==> config.mk <==
export PLATFORM = sky130hd
export DESIGN_NAME = switch_debouncer
export DESIGN_NICKNAME = d
export VERILOG_FILES = /design/src/rtl/switch_pkg.sv /design/src/rtl/debounce_bit.sv /design/src/rtl/switch_debouncer.sv
export SDC_FILE = /design/constraint.sdc
export NUM_CORES = 1
export LEC_CHECK = 0
export CAP_MARGIN = 20
export CORE_ASPECT_RATIO = 1.2
export CORE_MARGIN = 1.5
export CORE_UTILIZATION = 50
export CTS_BUF_LIST = sky130_fd_sc_hd__clkbuf_2 sky130_fd_sc_hd__clkbuf_4 sky130_fd_sc_hd__clkbuf_8
export CTS_CLUSTER_SIZE = 28
export DETAILED_ROUTE_END_ITERATION = 7
export PLACE_DENSITY = 0.69
export SYNTH_ARGS = -nofsm -noshare
export SYNTH_HDL_FRONTEND = slang
export SYNTH_SLANG_ARGS = --single-unit
==> constraint.sdc <==
create_clock -name clk -period 5 [get_ports clk]
set_input_delay 0.75 -clock clk [delete_from_list [all_inputs] [get_ports clk]]
set_output_delay 0.75 -clock clk [all_outputs]
set_load 0.01 [all_outputs]
==> src/rtl/switch_pkg.sv <==
`default_nettype none
// ============================================================================
// Module : switch_pkg
// Shared types and defaults for the DIP-switch debouncer.
// Rev    : 1.0
// ============================================================================
package switch_pkg;

  typedef enum logic {
    ST_STABLE  = 1'b0,
    ST_PENDING = 1'b1
  } db_state_t;

  localparam int DEBOUNCE_DEFAULT = 240000;
  localparam int SW_WIDTH         = 4;

endpackage
`default_nettype wire

==> src/rtl/debounce_bit.sv <==
`default_nettype none
// ============================================================================
// Module : debounce_bit
// One switch bit: synchroniser chain, two-state debounce FSM, change pulse.
// Rev    : 1.0
// ============================================================================
module debounce_bit
  import switch_pkg::*;
#(
  parameter int SYNC_STAGES     = 2,
  parameter int DEBOUNCE_CYCLES = DEBOUNCE_DEFAULT
) (
  input  logic clk,
  input  logic reset,
  input  logic raw_in,
  output logic stable,
  output logic change_pulse,
  output logic change_next
);

  localparam int               CNT_W   = $clog2(DEBOUNCE_CYCLES + 1);
  localparam logic [CNT_W-1:0] CNT_MAX = CNT_W'(DEBOUNCE_CYCLES);

  logic [SYNC_STAGES-1:0] sync_q, sync_d;
  db_state_t              state_q, state_d;
  logic [CNT_W-1:0]       cnt_q, cnt_d;
  logic                   stable_q, stable_d;
  logic                   pulse_q, pulse_d;
  logic                   w_sync;

  assign w_sync = sync_q[SYNC_STAGES-1];

  always_comb begin
    sync_d   = {sync_q[SYNC_STAGES-2:0], raw_in};
    state_d  = state_q;
    cnt_d    = cnt_q;
    stable_d = stable_q;
    pulse_d  = 1'b0;
    case (state_q)
      ST_STABLE: begin
        if (w_sync != stable_q) begin
          state_d = ST_PENDING;
          cnt_d   = CNT_W'(1);
        end else begin
          cnt_d   = '0;
        end
      end
      ST_PENDING: begin
        // A sample matching the stable value is a bounce: drop the count.
        if (w_sync == stable_q) begin
          state_d = ST_STABLE;
          cnt_d   = '0;
        end else if (cnt_q == CNT_MAX) begin
          stable_d = w_sync;
          pulse_d  = 1'b1;
          state_d  = ST_STABLE;
          cnt_d    = '0;
        end else begin
          cnt_d    = cnt_q + CNT_W'(1);
        end
      end
      default: begin
        state_d = ST_STABLE;
        cnt_d   = '0;
      end
    endcase
  end

  always_ff @(posedge clk) begin
    if (reset) begin
      sync_q   <= '0;
      state_q  <= ST_STABLE;
      cnt_q    <= '0;
      stable_q <= 1'b0;
      pulse_q  <= 1'b0;
    end else begin
      sync_q   <= sync_d;
      state_q  <= state_d;
      cnt_q    <= cnt_d;
      stable_q <= stable_d;
      pulse_q  <= pulse_d;
    end
  end

  assign stable       = stable_q;
  assign change_pulse = pulse_q;
  // Next-cycle pulse lets the parent register its strobe in step with stable.
  assign change_next  = pulse_d;

endmodule
`default_nettype wire

==> src/rtl/switch_debouncer.sv <==
`default_nettype none
// ============================================================================
// Module : switch_debouncer
// Synchronises and debounces the DIP-switch bus; emits a change strobe/mask.
// Option : SW_ACTIVE_LOW_EN inverts sw_raw ahead of the synchroniser.
// Rev    : 1.0
// ============================================================================
module switch_debouncer
  import switch_pkg::*;
#(
  parameter int WIDTH           = SW_WIDTH,
  parameter int SYNC_STAGES     = 2,
  parameter int DEBOUNCE_CYCLES = DEBOUNCE_DEFAULT
) (
  input  logic             clk,
  input  logic             reset,
  input  logic [WIDTH-1:0] sw_raw,
  output logic [WIDTH-1:0] s,
  output logic             changed,
  output logic [WIDTH-1:0] change_mask
);

  logic [WIDTH-1:0] w_raw;
  logic [WIDTH-1:0] w_next;
  logic             changed_q, changed_d;

`ifdef SW_ACTIVE_LOW_EN
  assign w_raw = ~sw_raw;
`else
  assign w_raw = sw_raw;
`endif

  for (genvar i = 0; i < WIDTH; i++) begin : g_bit
    debounce_bit #(
      .SYNC_STAGES     (SYNC_STAGES),
      .DEBOUNCE_CYCLES (DEBOUNCE_CYCLES)
    ) u_bit (
      .clk          (clk),
      .reset        (reset),
      .raw_in       (w_raw[i]),
      .stable       (s[i]),
      .change_pulse (change_mask[i]),
      .change_next  (w_next[i])
    );
  end

  always_comb begin
    changed_d = |w_next;
  end

  always_ff @(posedge clk) begin
    if (reset) begin
      changed_q <= 1'b0;
    end else begin
      changed_q <= changed_d;
    end
  end

  assign changed = changed_q;

endmodule
`default_nettype wire

==> impl_metrics.yaml, run 1 <==
route:
  routed_wl_um: 6720
  drc: 0
  via_per_inst: 5.13
  dr_total_vias: 2819
  wl_per_cell_um: 12.2
  drt_iter0_markers: 105
  ant_nets: 0
  drtPass1Iterations: 4
clock_network:
  holdBufCountCts: 0
  cts_num_sinks: 93
  cts_tree: "built"
  clockBufferDepth: 2
  cts_max_level: 3
  numCtsBuffers: 9
  clk_latency_ps: 360
  cts.root.buffer_cell: "clkbuf_8"
  clkTransAtPathRegs_ps: 90
  cts_setup_buffers: 0
  ctsResizeCount: 0
min_path:
  hold_path.startpoint: "g_bit[1].u_bit.sync_q[0]"
  hold_class: "reg2reg"
sta:
  slew_headroom: 0.397
  hold_ws_ps: 441
  rsz0062_at_grt: "false"
  finalMaxSlewViolations: 0
  tightest_slew_ps: 896
  skew_ps: 11.3
  post-route-min-period_ps: 2230
  post-route-period-util: 0.445
  tns_ps: 0
  final-hold-violation-count: 0
  setup_violations: 0
  max_freq_mhz: 449
power:
  combPwrFrac: 0.012
  p_sw_mw: 0.274
  switching_share: 0.214
  pwr_density_cell_mw_per_mm2: 290
  pwr-share-seq: 0.585
  finalPower_mw: 1.28
  leakage_nw: 1.41
  intPower_mw: 1.00
  ir_worst_vdd_uv: 242
  clock_power_share: 0.402
worst_setup_path:
  path_buf_inv: 2
  critPathRequiredTime_ps: 5290
  timing.rr.end: "g_bit[3].u_bit.cnt_q[0]"
  arrival_ps: 2510
  endpoint_kind: "flip-flop"
  r2r_setup_slack_ps: 2940
  cp_max_fo: 23
  max_stage_delay_ps: 800
  cp_num_cells: 5
  crit_chain: "clkdlybuf4s50_1, nand2b_1, inv_1, nand3_2, nor2_1"
  worst_path_max_delay_cell: "clkdlybuf4s50_1"
  endpoint: "g_bit[0].u_bit.cnt_q[14]"
  start_kind: "input port"
  reg2regPathDepth: 4
  crit_type: "in2reg"
  crit_path_start: "reset"
  cp_top_family: "buffers and inverters"
  r2r-start: "g_bit[3].u_bit.cnt_q[12]"
placement:
  port-buffer-count: 14
  dp_hpwl_um: 4630
  placed_cell_area_mm2: 0.00420
  gp_congestion: 0.792
global_route:
  grt_start_max_net_pins: 24
  grt_pass1_wl_um: 11800
  grt_pass1_vias: 2678
  grt.overflow.total: 0
  grt.total_usage: 0.170
  antenna_found_initial: 0
synthesis:
  synth.area.top_cells: "dfxtp_1 46%, nor2_1 7.8%, xor2_1 7.8%"
  syn-mean-instance-area_um2: 9.16
  syn_inst: 442
  yosysSeqAreaShare: 0.460
  yosysWarnings: 0
  synth_top_cell_by_area: "dfxtp_1"
  synth_top_family_by_area: "simple AND/OR/NAND/NOR gates"
  synthesis.nets: 456
  synth-compound-area-share: 0.0161
  synth_top_area_frac: 0.460
  synth_edf_count: 0
  synth_seq_cells: 93
  yosys-mux-area-fraction: 0.00989
  synthXorXnorAreaFrac: 0.143
  synth_fa_ha_area_frac: 0.0247
  async_flop_share: 0
  synth_area_mm2: 0.00405
  synth_ff_type: "dfxtp_1"
  synthSimpleGateAreaFrac: 0.304
  ys_types: 43
cells_and_area:
  fin_nets: 467
  fin_area_mm2: 0.00440
  drive_above_1_share: 0.0633
  syn_to_final_growth_pct: 8.75
  antenna_cells: 0
flow_run:
  drv_cap: 0
die:
  die-area_mm2: 0.00865
  initial_core_util: 0.522
  fp.dieH_um: 102
  pin_count: 15
  die_x_um: 85.1
  core_area_mm2: 0.00775
  rows: 35
run_status:
  status: "complete, no violations"
[stage by stage]
stage           util  worst slack, ps  std cells
2_1_floorplan      -             3280        442
3_3_place_gp   0.542             2460        534
3_5_place_dp   0.542             2370        534
4_1_cts        0.568             2750        550
5_1_grt        0.568             2590        550
6_report       0.568             2770        550
[routing by layer]
layer,part of all wire,global-route usage,routed length [um],up-vias
li1,-,-,-,1489
met1,0.50,0.223,3380,1296
met2,0.46,0.273,3070,22
met3,0.021,0.0310,141,12
met4,0.020,0.0807,136,0
met5,0,0,0,-
[cells in the mapped netlist, types with 2 or more instances]
cell,n
nor4b_1,2
or2_2,2
nand3_2,2
nor3_1,10
a21oi_1,3
nor4b_4,2
xor2_1,36
nor4b_2,2
inv_1,18
or3_1,5
buf_6,2
mux2i_1,4
dfxtp_1,93
xnor2_1,30
nor4bb_1,2
and4_1,7
and3_1,8
nor2b_1,12
ha_1,8
and2_1,2
nand2_1,30
nor2_1,84
nand4_1,17
buf_4,10
or4_1,3
o21ai_0,4
nand3_1,22
clkbuf_1,2
nor4_1,6
[kinds of logic after synthesis]
logic type,count (synthesis)
XOR/XNOR,66
buffers and inverters,32
flip-flops,93
AO/OA/AOI/OAI,11
multiplexers,4
AND/OR/NAND/NOR,228
adder cells (fa/ha/maj),8
[power by group through the flow]
stage          Combinational (mW)  Clock, mW  Sequential, mW
4_1_cts                    0.0161      0.528           0.748
2_1_floorplan              0.0101          0           0.765
3_3_place_gp               0.0156          0           0.765
3_5_place_dp               0.0160          0           0.765
5_1_grt                    0.0179      0.559           0.749
6_report                   0.0160      0.514           0.748
[sequential cells by signal, summed over array words and instances, names as in the netlist]
register	count
g_bit.u_bit.state_q	4
g_bit.u_bit.sync_q	8
changed	1
g_bit.u_bit.cnt_q	72
g_bit.u_bit.change_pulse	4
g_bit.u_bit.stable	4
[worst min path at each step]
stage	end	slack, ps	depth (start not counted)
after global routing	g_bit[1].u_bit.sync_q[1]	460	1
after global placement	g_bit[0].u_bit.sync_q[1]	420	1
after floorplan	g_bit[0].u_bit.sync_q[1]	410	1
after CTS	g_bit[1].u_bit.sync_q[1]	450	1
final	g_bit[1].u_bit.sync_q[1]	440	1
after detailed placement	g_bit[3].u_bit.sync_q[1]	430	1
[cells in the final DEF, fill, tap and decap left out, drive strengths merged, types with 12 or more instances in the layout]
cell and n:
xnor2 30, clkdlybuf4s50 14, nand2 31, dfxtp 93, nand3 25, nand4 17, nor2 84, inv 19
nor2b 12, xor2 36
[worst register-to-register path, stage by stage, from the launching register on]
cell       delay, ps
dfxtp_1          350
nand4bb_1        190
or4_1            570
o211ai_2         670
o21ai_0          150
[cell type report]
cell class / count / area [um2]
Fill cell: 690 / 3350
Multi-Input combinational cell: 317 / 2010
Sequential cell: 93 / 1860
Clock buffer: 11 / 145
Timing Repair Buffer: 14 / 140
Tap cell: 92 / 115
Inverter: 18 / 67.6
Clock inverter: 5 / 58.8
Power figures use the tool's default switching activity.
==> inputs of run 2 (changes only) <==
Settings changed: PLACE_DENSITY 0.69 to 0.72.
Clock period 5 ns to 1.8 ns, I/O delays scaled along.
==> run 2 against run 1 <==
Against the previous run: the flow now finishes with violations (DRC); critical path depth rose by 4; clock skew down 0.52 ps; setup slack got worse by 2800 ps; cell count up 7.6%; clock power grew to 2.8 times the previous value; combinational power rose to 3.4 times the previous value; largest power group unchanged; highest routed layer unchanged.
==> impl_metrics.yaml, run 2 (same netlist as run 1, synthesis figures left out) <==
worst_setup_path:
  start_kind: "flip-flop"
  r2r_setup_slack_ps: 8
  endpoint_kind: "flip-flop"
  r2r-start: "g_bit[1].u_bit.cnt_q[0]"
  arrival_ps: 2050
  timing.rr.end: "g_bit[1].u_bit.stable"
  reg2regPathDepth: 9
  critPathRequiredTime_ps: 2060
  crit_type: "reg2reg"
  cp_max_fo: 5
sta:
  post-route-min-period_ps: 1790
  rsz0062_at_grt: "true"
  tns_ps: 0
  max_freq_mhz: 558
  final-hold-violation-count: 0
  slew_headroom: 0.691
  post-route-period-util: 0.996
  setup_violations: 0
  tightest_slew_ps: 459
  skew_ps: 10.8
  finalMaxSlewViolations: 0
clock_network:
  clkTransAtPathRegs_ps: 90
  clockBufferDepth: 2
  holdBufCountCts: 0
  clk_latency_ps: 360
  cts_num_sinks: 93
  cts_tree: "built"
  cts.root.buffer_cell: "clkbuf_8"
  numCtsBuffers: 9
  cts_max_level: 3
route:
  via_per_inst: 5.13
  ant_nets: 0
  routed_wl_um: 7700
  drt_iter0_markers: 97
  wl_per_cell_um: 13.0
  dr_total_vias: 3038
  drtPass1Iterations: 6
  drc: 3
min_path:
  hold_path_depth: 1
  hold_path.startpoint: "g_bit[2].u_bit.sync_q[0]"
  holdPathEnd: "g_bit[2].u_bit.sync_q[1]"
  hold_class: "reg2reg"
cells_and_area:
  final_common_cell: "dfxtp_1"
  drive_above_1_share: 0.176
  postLayoutCoreUtil: 0.621
  antenna_cells: 0
  nFillCells: 648
  top_register: "g_bit.u_bit.cnt_q"
  fin_nets: 509
  layout_common_cells: "86 x dfxtp_1, 84 x nor2_1, 37 x buf_4"
  fin_area_mm2: 0.00482
  syn_to_final_growth_pct: 19.0
  reg_top3: "g_bit.u_bit.cnt_q (72), g_bit.u_bit.sync_q (8)"
  largest_register_ffs: 72
global_route:
  grt.overflow.total: 0
  grt_pass1_vias: 2909
  grt_pass1_wl_um: 12300
  grt.total_usage: 0.180
  antenna_found_initial: 0
  grt_start_max_net_pins: 20
die:
  core_area_mm2: 0.00775
  fp.dieH_um: 102
  die_x_um: 85.1
  pin_count: 15
  die-area_mm2: 0.00865
  initial_core_util: 0.522
  rows: 35
power:
  leakage_nw: 1.67
  p_sw_mw: 0.781
  pwr-share-seq: 0.582
  finalPower_mw: 3.57
  combPwrFrac: 0.015
  pwr_density_cell_mw_per_mm2: 741
  intPower_mw: 2.79
  switching_share: 0.219
  clock_power_share: 0.402
  ir_worst_vdd_uv: 421
run_status:
  violations: "DRC"
  status: "finished with violations"
placement:
  dp_hpwl_um: 5070
  port-buffer-count: 14
  gp_congestion: 0.792
  placed_cell_area_mm2: 0.00443
flow_run:
  drv_cap: 0
[run 2: cell types whose count changed in the layout (fill, tap and decap cells not counted), sizes merged]
cell,previous run,this run
buf,0,41
clkbuf,11,10
clkinv,1,2
clkinvlp,2,1
inv,19,20
nand3,25,26
[run 2: layout make-up]
cell class,count,area [um2],share of cell area
multi-input cells,318,2080,0.432
flip-flops and latches,93,1870,0.389
repair buffers,55,472,0.0979
clock buffers,10,138,0.0286
well taps,92,115,0.0239
clock inverters,6,68.8,0.0143
inverters,18,67.6,0.0140
[run 2: metal layers]
layer / global-route usage / vias up / routed length [um]
li1: - / 1579 / -
met2: 0.302 / 36 / 3780
met5: 0 / - / 0
met1: 0.217 / 1408 / 3570
met3: 0.0334 / 15 / 173
met4: 0.105 / 0 / 174
[run 2: worst max-delay path by stage]
| stage | to | slack (ps) | from |
|---|---|---|---|
| after floorplan | g_bit[1].u_bit.state_q | 80 | g_bit[1].u_bit.cnt_q[0] |
| after global placement | g_bit[3].u_bit.stable | 40 | g_bit[3].u_bit.cnt_q[14] |
| after detailed placement | g_bit[1].u_bit.cnt_q[15] | -20 | g_bit[1].u_bit.cnt_q[0] |
| after CTS | g_bit[3].u_bit.stable | 0.3 | g_bit[3].u_bit.cnt_q[14] |
| after global routing | g_bit[1].u_bit.stable | -110 | g_bit[1].u_bit.cnt_q[0] |
| final | g_bit[1].u_bit.stable | 8 | g_bit[1].u_bit.cnt_q[0] |
[run 2: critical path, cell delays in order, from the launching register on]
cell,delay [ps]
dfxtp_2,350
inv_2,60
ha_2,160
nor4b_4,220
buf_4,150
nand4b_1,90
nor4_1,230
buf_4,190
mux2i_1,180
nor2_1,50
[run 2: metrics by stage]
step,setup slack (ps),hold WS (ps),std cells
finish,7.99,452,592
global route,-111,467,592
CTS,0.297,452,581
detailed placement,-21.9,433,563
global placement,38.4,422,563
floorplan,76.5,398,442
[run 2: power by group through the flow]
stage	clock network, mW	registers (mW)	logic [mW]
floorplan	0	2.12	0.0282
global placement	0	2.13	0.0487
detailed placement	0	2.13	0.0505
CTS	1.48	2.08	0.0525
global route	1.55	2.08	0.0609
finish	1.44	2.08	0.0549
[run 2: repair_timing]
action | in CTS | in global routing
gates resized for setup | 5 | 20
cloned | 0 | 2
pin swaps | 2 | 8
endpoints found under the setup margin | 17 | 55
endpoints found under the hold margin | 0 | 0
buffers inserted | 2 | 9
==> inputs of run 3 (changes only) <==
Settings changed: SETUP_SLACK_MARGIN set to 0.1.
==> run 3 against run 2 <==
Against the previous run: the flow still finishes with violations (DRC); count of clock-buffer cells in the layout fell by 1; core utilization up 3.5 points; first-iteration DRC count decreased by 5.2%; die area did not move; sequential share of layout area is 1.7 points lower; critical path type unchanged; critical endpoint is now g_bit[1].u_bit.cnt_q[0]; largest cell class unchanged; largest power group unchanged; highest routed layer unchanged.
==> impl_metrics.yaml, run 3 (same netlist as run 1, synthesis figures left out) <==
cells_and_area:
  final_common_cell: "dfxtp_1"
  regArea_mm2: 0.00189
  top_register: "g_bit.u_bit.cnt_q"
  postLayoutCoreUtil: 0.656
  largest_register_ffs: 72
  nFillCells: 599
  fin_nets: 507
  drive_above_1_share: 0.255
  syn_to_final_growth_pct: 25.6
  multiInputGateArea_mm2: 0.00237
  antenna_cells: 0
  reg_top3: "g_bit.u_bit.cnt_q (72), g_bit.u_bit.sync_q (8)"
  layout_common_cells: "77 x dfxtp_1, 64 x nor2_1, 36 x xor2_1"
worst_setup_path:
  endpoint_kind: "flip-flop"
  start_kind: "flip-flop"
  cp_max_fo: 5
  critPathRequiredTime_ps: 2050
  arrival_ps: 2040
  crit_type: "reg2reg"
min_path:
  hold_class: "reg2reg"
run_status:
  status: "finished with violations"
  violations: "DRC"
sta:
  setup_violations: 0
  tightest_slew_ps: 717
  slew_headroom: 0.520
  post-route-period-util: 0.995
  rsz0062_at_grt: "true"
  post-route-min-period_ps: 1790
  finalMaxSlewViolations: 0
  max_freq_mhz: 558
  final-hold-violation-count: 0
  skew_ps: 10.4
die:
  initial_core_util: 0.522
  fp.dieH_um: 102
  core_area_mm2: 0.00775
  rows: 35
  die-area_mm2: 0.00865
  die_x_um: 85.1
  pin_count: 15
global_route:
  grt.total_usage: 0.192
  grt_pass1_vias: 2997
  grt.overflow.total: 0
  grt_start_max_net_pins: 24
  antenna_found_initial: 0
  grt_pass1_wl_um: 13400
route:
  drtPass1Iterations: 6
  wl_met3_um: 261
  dr_total_vias: 3179
  dr_wl_met2_um: 4490
  highest_layer: "met4"
  wl_met1_um: 3670
  drc: 1
  via_per_inst: 5.39
  ant_nets: 0
  routed_wl_um: 8590
  wl_per_cell_um: 14.6
  drt_iter0_markers: 92
power:
  leakage_nw: 1.68
  pwr_density_cell_mw_per_mm2: 755
  finalPower_mw: 3.84
  ir_worst_vdd_uv: 592
placement:
  port-buffer-count: 14
  dp_hpwl_um: 4940
  gp_congestion: 0.811
clock_network:
  clockBufferDepth: 2
  cts_num_sinks: 93
  numCtsBuffers: 9
  clkTransAtPathRegs_ps: 90
  clk_latency_ps: 360
  cts_max_level: 3
  cts_tree: "built"
  holdBufCountCts: 0
  cts.root.buffer_cell: "clkbuf_8"
flow_run:
  drv_cap: 0
## run 3: per-stage QoR
stage	TNS (ps)	instance area, um2	setup slack (ps)	cells	hold slack, ps
after global routing	-249	5080	-42.0	590	469
after floorplan	0	4070	108	442	398
after CTS	0	4790	67.1	581	445
final	0	5080	9.24	590	443
after global placement	0	4390	61.7	555	422
after detailed placement	0	4390	16.6	555	424
## run 3: layer usage
| layer | GRT usage | vias up |
|---|---|---|
| li1 | - | 1603 |
| met1 | 0.232 | 1502 |
| met2 | 0.333 | 56 |
| met3 | 0.0302 | 18 |
| met4 | 0.0984 | 0 |
| met5 | 0 | - |
## run 3: critical path: stages (launching register included)
cell and delay, ps:
dfxtp_4 370, nor4bb_4 280, nand4_1 210, or4_4 610
nand3_4 140, o21ai_1 70
## run 3: worst paths after layout
| kind | startpoint | depth (start not counted) | slack [ps] | end |
|---|---|---|---|---|
| max | g_bit[1].u_bit.cnt_q[5] | 5 | 9 | g_bit[1].u_bit.cnt_q[0] |
| min | g_bit[1].u_bit.sync_q[0] | 1 | 440 | g_bit[1].u_bit.sync_q[1] |
| max reg2reg | g_bit[1].u_bit.cnt_q[5] | 5 | 9 | g_bit[1].u_bit.cnt_q[0] |
| min reg2reg | g_bit[1].u_bit.sync_q[0] | 1 | 440 | g_bit[1].u_bit.sync_q[1] |
## run 3: area by class of cell
class	instances	share of cell area
multi-input combinational	325	0.466
inverter	18	0.0138
tap	92	0.0226
sequential	93	0.372
clock inverter	7	0.0239
timing repair buffer	46	0.0773
clock buffer	9	0.0244
## run 3: power by group
part / internal, mW / leakage, nW / switching [mW]
Combinational: 0.0314 / 0.795 / 0.0288
Clock: 0.933 / 0.124 / 0.766
Sequential: 2.06 / 0.760 / 0.0151
Total: 3.03 / 1.68 / 0.809
## run 3: repair_timing
item                                    4_1_cts  5_1_grt
gates cloned                                  5        3
buffers inserted                              5        6
endpoints found under the setup margin       62       76
resized for setup                            14       64
pin swaps                                     9       45
